## config.mk

```make
export PLATFORM = sky130hd
export DESIGN_NAME = brick_hit_detect
export DESIGN_NICKNAME = d
export VERILOG_FILES = /design/src/rtl/brick_hit_detect.sv
export SDC_FILE = /design/constraint.sdc
export NUM_CORES = 1
export LEC_CHECK = 0
export CAP_MARGIN = 30
export CORE_ASPECT_RATIO = 1.2
export CORE_UTILIZATION = 50
export DETAILED_ROUTE_END_ITERATION = 8
export GPL_ROUTABILITY_DRIVEN = 0
export PLACE_DENSITY = 0.75
export SLEW_MARGIN = 20
export SYNTH_ARGS = -nofsm -noshare
export SYNTH_HDL_FRONTEND = slang
export SYNTH_SLANG_ARGS = --single-unit
```

## constraint.sdc

```tcl
create_clock -name clk -period 8.05 [get_ports clk]
set_clock_uncertainty 0.05 [all_clocks]
set_input_delay 1.61 -clock clk [delete_from_list [all_inputs] [get_ports clk]]
set_output_delay 1.61 -clock clk [all_outputs]
set_load 0.02 [all_outputs]
```

## src/rtl/brick_hit_detect.sv

```systemverilog
// brick_hit_detect: 8x4 brick grid, two-probe hit test with health tracking; optional BRICK_ROW_HEALTH_EN loads per-row health
module brick_hit_detect #(
  parameter logic [9:0] GRID_X0 = 10'd16,
  parameter logic [9:0] GRID_Y0 = 10'd16
) (
  input  logic       clk,
  input  logic       reset,
  input  logic       start,
  input  logic [9:0] probe_x1,
  input  logic [9:0] probe_y1,
  input  logic [9:0] probe_x2,
  input  logic [9:0] probe_y2,
  output logic [9:0] col_x1,
  output logic [9:0] col_y1,
  output logic [9:0] col_x2,
  output logic [9:0] col_y2,
  output logic [1:0] col_health1,
  output logic [1:0] col_health2,
  output logic       collided_1,
  output logic       collided_2,
  output logic       done,
  output logic       busy,
  output logic [5:0] bricks_left
);
  typedef enum logic [2:0] {INIT, IDLE, CHECK1, UPDATE1, CHECK2, UPDATE2, DONE} state_t;
  state_t state;
  logic [4:0] cnt;
  logic [1:0] health [32];
  logic [9:0] px1, py1, px2, py2;
  logic [9:0] dx1, dy1, dx2, dy2;
  logic in1, in2, hit1, hit2;
  logic [4:0] idx1, idx2;
  logic [1:0] h1, h2, init_h;
`ifdef BRICK_ROW_HEALTH_EN
  assign init_h = (cnt[4:3] == 2'd3) ? 2'd1 : (cnt[4:3] == 2'd2) ? 2'd2 : 2'd3;
`else
  assign init_h = 2'd1;
`endif
  // x >= origin guarantees the subtraction does not wrap, so the upper bound is a plain compare
  assign dx1 = px1 - GRID_X0;
  assign dy1 = py1 - GRID_Y0;
  assign dx2 = px2 - GRID_X0;
  assign dy2 = py2 - GRID_Y0;
  assign in1 = px1 >= GRID_X0 && dx1 < 10'd128 && py1 >= GRID_Y0 && dy1 < 10'd32;
  assign in2 = px2 >= GRID_X0 && dx2 < 10'd128 && py2 >= GRID_Y0 && dy2 < 10'd32;
  assign idx1 = {dy1[4:3], dx1[6:4]};
  assign idx2 = {dy2[4:3], dx2[6:4]};
  assign h1 = health[idx1];
  assign h2 = health[idx2];
  assign busy = state != IDLE;
  always_ff @(posedge clk) begin
    if (reset) begin
      state       <= INIT;
      cnt         <= 5'd0;
      hit1        <= 1'b0;
      hit2        <= 1'b0;
      collided_1  <= 1'b0;
      collided_2  <= 1'b0;
      col_x1      <= 10'd0;
      col_y1      <= 10'd0;
      col_x2      <= 10'd0;
      col_y2      <= 10'd0;
      col_health1 <= 2'd0;
      col_health2 <= 2'd0;
      done        <= 1'b0;
      bricks_left <= 6'd32;
    end else begin
      done <= state == UPDATE2;
      case (state)
        INIT: begin
          health[cnt] <= init_h;
          cnt <= cnt + 5'd1;
          if (cnt == 5'd31) state <= IDLE;
        end
        IDLE: if (start) begin
          px1 <= probe_x1;
          py1 <= probe_y1;
          px2 <= probe_x2;
          py2 <= probe_y2;
          state <= CHECK1;
        end
        CHECK1: begin
          hit1 <= in1 && h1 != 2'd0;
          state <= UPDATE1;
        end
        UPDATE1: begin
          collided_1  <= hit1;
          col_x1      <= hit1 ? GRID_X0 + {3'd0, dx1[6:4], 4'd0} : 10'd0;
          col_y1      <= hit1 ? GRID_Y0 + {5'd0, dy1[4:3], 3'd0} : 10'd0;
          col_health1 <= hit1 ? h1 - 2'd1 : 2'd0;
          if (hit1) begin
            health[idx1] <= h1 - 2'd1;
            if (h1 == 2'd1 && bricks_left != 6'd0) bricks_left <= bricks_left - 6'd1;
          end
          state <= CHECK2;
        end
        CHECK2: begin
          // a brick already struck by probe 1 this round is not struck again
          hit2 <= in2 && h2 != 2'd0 && !(hit1 && idx1 == idx2);
          state <= UPDATE2;
        end
        UPDATE2: begin
          collided_2  <= hit2;
          col_x2      <= hit2 ? GRID_X0 + {3'd0, dx2[6:4], 4'd0} : 10'd0;
          col_y2      <= hit2 ? GRID_Y0 + {5'd0, dy2[4:3], 3'd0} : 10'd0;
          col_health2 <= hit2 ? h2 - 2'd1 : 2'd0;
          if (hit2) begin
            health[idx2] <= h2 - 2'd1;
            if (h2 == 2'd1 && bricks_left != 6'd0) bricks_left <= bricks_left - 6'd1;
          end
          state <= DONE;
        end
        DONE: state <= IDLE;
        default: state <= INIT;
      endcase
    end
  end
endmodule

```

==> results of run 1 <==
==> worst max-delay path, stage by stage (launching register included) <==
cell      delay [ps]
edfxtp_1         320
buf_4            310
inv_2            160
ha_1             330
xor2_4           560
mux4_2           600
and3_1           190
o31a_1           300
a311oi_4         270
inv_1             80
ha_1             210
o221ai_1         500
nor4_1           130
xnor2_1          180
nor2_1            60
==> layout by cell type (no fill, tap or decap), types with 17 or more instances in the layout <==
cell type,instances
dfxtp_1,37
nor2_1,71
nand2_1,54
clkdlybuf4s50_1,56
conb_1,26
a21oi_1,23
mux4_2,30
edfxtp_1,90
clkbuf_16,17
inv_1,18
==> cell usage after synthesis (all sizes together) (2+ instances only) <==
master   n
clkbuf  21
a311oi   2
nand3b   2
a22oi    2
a21oi   23
edfxtp  90
nand2b   4
or3      5
a31o     2
mux4    30
and2     3
o22ai    3
mux2i    9
and3     4
nor4     5
nor2b    4
nand2   54
nand4    5
o21ai   11
a31oi    7
a22o     3
nor3    14
nand4b   3
a21o     3
xor2    11
ha      13
nand3    8
buf     32
inv     19
xnor2   11
o22a     2
nor2    71
mux2     4
o31a     2
dfxtp   37
==> registers in the layout (all words and copies together) (netlist names), 2 cells and up <==
| register | cells |
|---|---|
| bricks_left | 6 |
| cnt | 5 |
| col_health1 | 2 |
| col_health2 | 2 |
| col_x1 | 4 |
| col_x2 | 4 |
| col_y1 | 3 |
| col_y2 | 3 |
| health | 64 |
| px1 | 6 |
| px2 | 6 |
| py1 | 7 |
| py2 | 7 |
| state | 3 |
==> report_power, final <==
group | leakage (uW) | total, uW | switching (uW) | internal (uW)
clock network | 0.000266 | 736 | 282 | 454
logic | 0.00132 | 46.4 | 28.6 | 17.8
registers | 0.00110 | 699 | 2.24 | 696
total | 0.00268 | 1480 | 313 | 1170
==> cell type report <==
cell class                      count  area [sq um]
Timing Repair Buffer               64         651.9
Tap cell                          161         201.4
Inverter                           19         71.32
Clock inverter                     14         142.6
Clock buffer                       18         429.2
Sequential cell                   127          3443
Fill cell                         936          4668
Multi-Input combinational cell    361          2614
==> per-stage QoR <==
stage | instance area, sq um | worst slack, ps | power, uW | util (%) | hold slack, ps
after global routing | 7553 | 3345 | 1520 | 61.80 | 418.4
final | 7553 | 3658 | 1481 | 61.80 | 389.4
after detailed placement | 6970 | 3616 | 757.8 | 57.03 | 383.6
after global placement | 6928 | 3110 | 757.2 | 56.69 | 383.2
after floorplan | 6436 | 3572 | 746.6 | - | 408.3
after CTS | 7542 | 3651 | 1484 | 61.71 | 391.8
==> cells by family (layout without fill, tap and decap cells) <==
group                      count (synthesis)  count (layout)  synth area share [%]
adders and majority gates                 13              13                 2.565
AOI/OAI and AO/OA                         69              69                 7.280
DFF                                      127             127                 54.29
xor gates and xnor gates                  22              22                 3.453
buffers and inverters                     72             115                 6.056
muxes                                     43              43                 12.78
other                                      1              26               0.05913
and+or+nand+nor                          188             188                 13.51
==> per-layer routing <==
metal  vias to the layer above  global-route usage, %  wire [um]
met2                       209                  39.74       7500
met1                      2150                  28.37       5679
li1                       2021                      -          -
met3                        59                  6.465       1094
met4                         0                  13.84        642
met5                         -                      0          0
==> path summary, 6_finish.rpt <==
kind,from,to
max reg2reg,px2[4],bricks_left[4]
min reg2reg,collided_2,collided_2
min,collided_2,collided_2
max,px2[4],bricks_left[4]
==> summary.txt, run 1 <==
Floorplanning
  – Full die area: 0.01314 sq mm
  – Die H: 125.4 um
  – Starting Density: 51.89%
  – Row Count: 44
  – Boundary Pins: 97
  – Core area: 0.01222 sq mm
  – Horiz. Die Dim: roughly 100 um

Finish
  – Layout net count: 646
  – P&R area growth vs syn: 19.10%
  – Layout cell share with drive strength beyond 1: a little over an eighth
  – Non-Filler Instances: 764
  – Antenna diodes: 0

Timing
  – Min Tclk post-route: 4392 ps
  – Slew at the pin with the worst max-slew slack: 937.9 ps
  – RSZ-0062 raised after global routing: no
  – Fmax: 227.7 MHz
  – Final Hold Viols: 0
  – Setup Viol. Count Final: 0
  – Setup TNS: 0 ps
  – Pins over their slew limit: 0
  – Period utilization: 54.56%
  – Rel. slew slack: 37.48%

Logic synthesis
  – Post-synth top area cell: edfxtp_1
  – Synth top area share: between 40% and 50%
  – Library cells used by synthesis: 60
  – Post-synth top flop: edfxtp_1
  – Synth async-reset ratio: 0%
  – Syn Std Cell Area: 0.006342 sq mm
  – Synthesized area per cell: around 12 sq um
  – EDFF count, synth: 90
  – Largest cells by area after synthesis: edfxtp_1, dfxtp_1, mux4_2
  – Sequential element share of the synthesized area: 54.29%
  – Post-Synthesis Cells: 535
  – Synth Register Bits: 127
  – Yosys warns: 0

Place
  – IO buf count: 56
  – Placed cells: 731
  – Hpwl dp: 10170 um

Worst setup path
  – WS Path Type: flop to flop
  – Register-to-Register Path Depth: 14
  – CP Capture Type: flop
  – Crit path launch type: flop
  – Crit path max fanout: 20
  – Critical Path AT: 4630 ps
  – R2R Setup Slk: about 3700 ps
  – Req. time, crit path: about 8300 ps

Global route
  – Largest net degree at the start of global routing: 42
  – Grt ovf: 0
  – Vias in the first global route: 4451
  – Antenna violations before repair: 0
  – Total GRT Usage: 24.07%
  – First-pass GRT wire length: approximately 24000 um

Drt
  – WL/cell: 19.52 um
  – Final wirelength: 14920 um
  – Vias post-DR: 4439
  – Initial DRC Count: 406
  – Vias/cell: 5.810
  – TritonRoute pass-1 iters: 5
  – ANT nets after route: 0
  – # DRC: 0

Pwr
  – LEAKAGE: 0.002679 uW
  – Pwr dens: roughly 200 mW/mm^2
  – Worst vdd ir: 0.1481 mV

Clocking
  – Hold buffer count at CTS: 0
  – Number of buffers created by CTS: 17
  – Maximum clock insertion buffer count: 2
  – Setup bufs post-CTS: 0
  – Clock Tree Root: clkbuf_16
  – Skew-Pair Late Insertion Delay: 420 ps
  – H-tree Lvls: 4
  – Clock transition at path regs: 60 ps
  – CTS tree: yes
  – CTS sink count: between 100 and 150
  – Post_cts resized: 0

Worst hold path
  – Hold path cells: 2
  – Hold WC Path Type: flop to flop

Flow run
  – Number of max-cap violations: 0

Outcome
  – Status: finished, final reports clean
No activity file was read; power rests on OpenSTA's default activity.
==> run 2: changes to the inputs <==
- CORE_UTILIZATION: 50 -> 49
- PLACE_DENSITY: 0.75 -> 0.76
- clock period: 8.05 -> 3.9 ns (I/O delays scaled with it)
==> summary.txt, run 2 (synthesis results as in run 1) <==
Pwr
  – Worst vdd ir: 0.2051 mV (was 0.1481 mV)
  – Pwr dens: 411.4 mW/mm^2 (was 196.0 mW/mm^2)
  – LEAKAGE: 0.002750 uW (was 0.002679 uW)
  – Total power: 3153 uW (was 1481 uW)

Timing
  – Pins over their slew limit: 0 (unchanged)
  – Rel. slew slack: 38.01% (was 37.48%)
  – Setup TNS: 0 ps (unchanged)
  – Period utilization: 93.00% (was 54.56%)
  – Slew at the pin with the worst max-slew slack: 922.8 ps (was 937.9 ps)
  – Setup Viol. Count Final: 0 (unchanged)
  – Final Hold Viols: 0 (unchanged)
  – Fmax: 275.7 MHz (was 227.7 MHz)
  – RSZ-0062 raised after global routing: no (unchanged)
  – Final worst slack: 273.1 ps (was 3658 ps)
  – Min Tclk post-route: 3627 ps (was 4392 ps)

Clocking
  – H-tree Lvls: 4 (unchanged)
  – Hold buffer count at CTS: 0 (unchanged)
  – CTS sink count: 127 (unchanged)
  – Clock transition at path regs: 60 ps (about the same)
  – Setup bufs post-CTS: 0 (unchanged)
  – Clock Tree Root: clkbuf_16 (unchanged)
  – Post_cts resized: 0 (unchanged)
  – Maximum clock insertion buffer count: 2 (unchanged)
  – Skew-Pair Late Insertion Delay: 410 ps (was 420 ps)
  – Number of buffers created by CTS: 17 (unchanged)
  – CTS tree: yes (unchanged)

Worst setup path
  – Crit path max fanout: 12 (was 20)
  – WS Path Type: flop to flop (unchanged)
  – Worst r2r src: px1[4] (was px2[4])
  – Register-to-Register Path Depth: 15 (was 14)
  – Critical Path AT: 3880 ps (was 4630 ps)
  – CP Capture Type: flop (unchanged)
  – R2R Setup Slk: 270 ps (was 3660 ps)
  – Req. time, crit path: 4150 ps (was 8290 ps)
  – FF-to-FF End: bricks_left[5] (was bricks_left[4])
  – Crit path launch type: flop (unchanged)

Finish
  – Sequential cell area: 0.003443 sq mm (unchanged)
  – Layout cell share with drive strength beyond 1: 14.31% (was 13.10%)
  – Area of the multi-input gates: 0.002620 sq mm (was 0.002614 sq mm)
  – Cell area after layout: 0.007665 sq mm (was 0.007553 sq mm)
  – Commonest non-fill, non-tap cell in the layout: edfxtp_1 (unchanged)
  – Biggest register: health (unchanged)
  – P&R area growth vs syn: 20.85% (was 19.10%)
  – Number of flip-flops in the largest register: 64 (unchanged)
  – Utilization after layout: 60.77% (was 61.80%)
  – Biggest regs: health x64, py1 x7, py2 x7 (unchanged)
  – Layout net count: 658 (was 646)
  – # fillers: 972 (was 936)
  – Commonest non-fill, non-tap cells in the layout: edfxtp_1, nor2_1, clkdlybuf4s50_1 (unchanged)
  – Antenna diodes: 0 (unchanged)

Global route
  – GRT met3 Usage: 5.498% (was 6.465%)
  – Total GRT Usage: 23.95% (was 24.07%)
  – Antenna violations before repair: 0 (unchanged)
  – First-pass GRT wire length: 23830 um (was 23620 um)
  – Vias in the first global route: 4672 (was 4451)
  – Grt ovf: 0 (unchanged)
  – GR Util met2: 39.95% (was 39.74%)
  – Grt peak-use layer: met2 (unchanged)
  – Met1 GRT Util: 27.49% (was 28.37%)
  – Largest net degree at the start of global routing: 33 (was 42)

Drt
  – # DRC: 0 (unchanged)
  – ANT nets after route: 0 (unchanged)
  – WL/cell: 19.44 um (was 19.52 um)
  – Initial DRC Count: 397 (was 406)
  – Vias/cell: 5.864 (was 5.810)
  – Vias post-DR: 4568 (was 4439)
  – TritonRoute pass-1 iters: 5 (unchanged)
  – Final wirelength: 15140 um (was 14920 um)

Place
  – Hpwl dp: 10910 um (was 10170 um)
  – IO buf count: 56 (unchanged)
  – DP Worst Slack: 292.4 ps (was 3616 ps)
  – Post-DP Area: 0.007063 sq mm (was 0.006970 sq mm)

Floorplanning
  – Row Count: 45 (was 44)
  – Full die area: 0.01340 sq mm (was 0.01314 sq mm)
  – Core area: 0.01261 sq mm (was 0.01222 sq mm)
  – Horiz. Die Dim: 105.9 um (was 104.8 um)
  – Boundary Pins: 97 (unchanged)
  – Die H: 126.6 um (was 125.4 um)
  – Starting Density: 50.29% (was 51.89%)

Outcome
  – Status: finished, final reports clean (unchanged)

Worst hold path
  – Hold WC Path Type: flop to flop (unchanged)
  – Hold path start: collided_1 (was collided_2)
  – Hold path cells: 2 (unchanged)
  – Hold EP: collided_1 (was collided_2)

Flow run
  – Number of max-cap violations: 0 (unchanged)
==> run 2: cell count changes in the layout (fill, tap and decap cells not counted), sizes merged <==
cell / change
clkinvlp: -3
buf: +12
clkinv: +3
inv: -2
bufinv: +2
==> run 2: metal layers <==
layer,wire length (um),vias up
li1,-,2041
met2,7689,240
met5,0,-
met1,5865,2236
met3,870,51
met4,718,0
==> run 2: how the worst max path moves through the flow <==
stage	start	to	slack, ps	cells after the start
after global placement	px1[4]	bricks_left[5]	290	15
after detailed placement	px1[4]	bricks_left[5]	290	13
final	px1[4]	bricks_left[5]	270	15
after global routing	px1[4]	bricks_left[5]	40	15
after CTS	px1[4]	bricks_left[5]	270	15
after floorplan	px1[4]	bricks_left[5]	30	15
==> run 2: report_power, final <==
| group | internal, uW | total [uW] | switching (uW) |
|---|---|---|---|
| Combinational | 37.6 | 96.6 | 59.1 |
| Sequential | 1440 | 1440 | 5.11 |
| Clock | 1050 | 1610 | 558 |
| Total | 2530 | 3150 | 623 |
==> run 2: final cells by class <==
class,instances,share of cell area [%]
sequential,127,44.92
multi-input combinational,361,34.18
timing repair buffer,76,9.435
clock buffer,18,5.599
tap,164,2.677
clock inverter,14,2.253
inverter,19,0.9305
==> run 2: through the flow <==
| step | hold slack [ps] | std cells |
|---|---|---|
| global placement | 380.8 | 747 |
| floorplan | 408.3 | 560 |
| finish | 399.6 | 779 |
| CTS | 400.5 | 779 |
| detailed placement | 391.4 | 747 |
| global route | 434.9 | 779 |
==> run 2: worst max-delay path, cell delays in order, from the launching register on <==
cell	delay, ps
edfxtp_1	370
inv_1	80
ha_1	670
mux4_2	400
mux2_2	270
o21ai_0	200
a31oi_1	70
a21oi_1	240
ha_1	190
inv_1	40
o21ai_1	140
o221ai_1	130
buf_4	170
nor4_1	280
xnor2_1	160
nand2_1	60
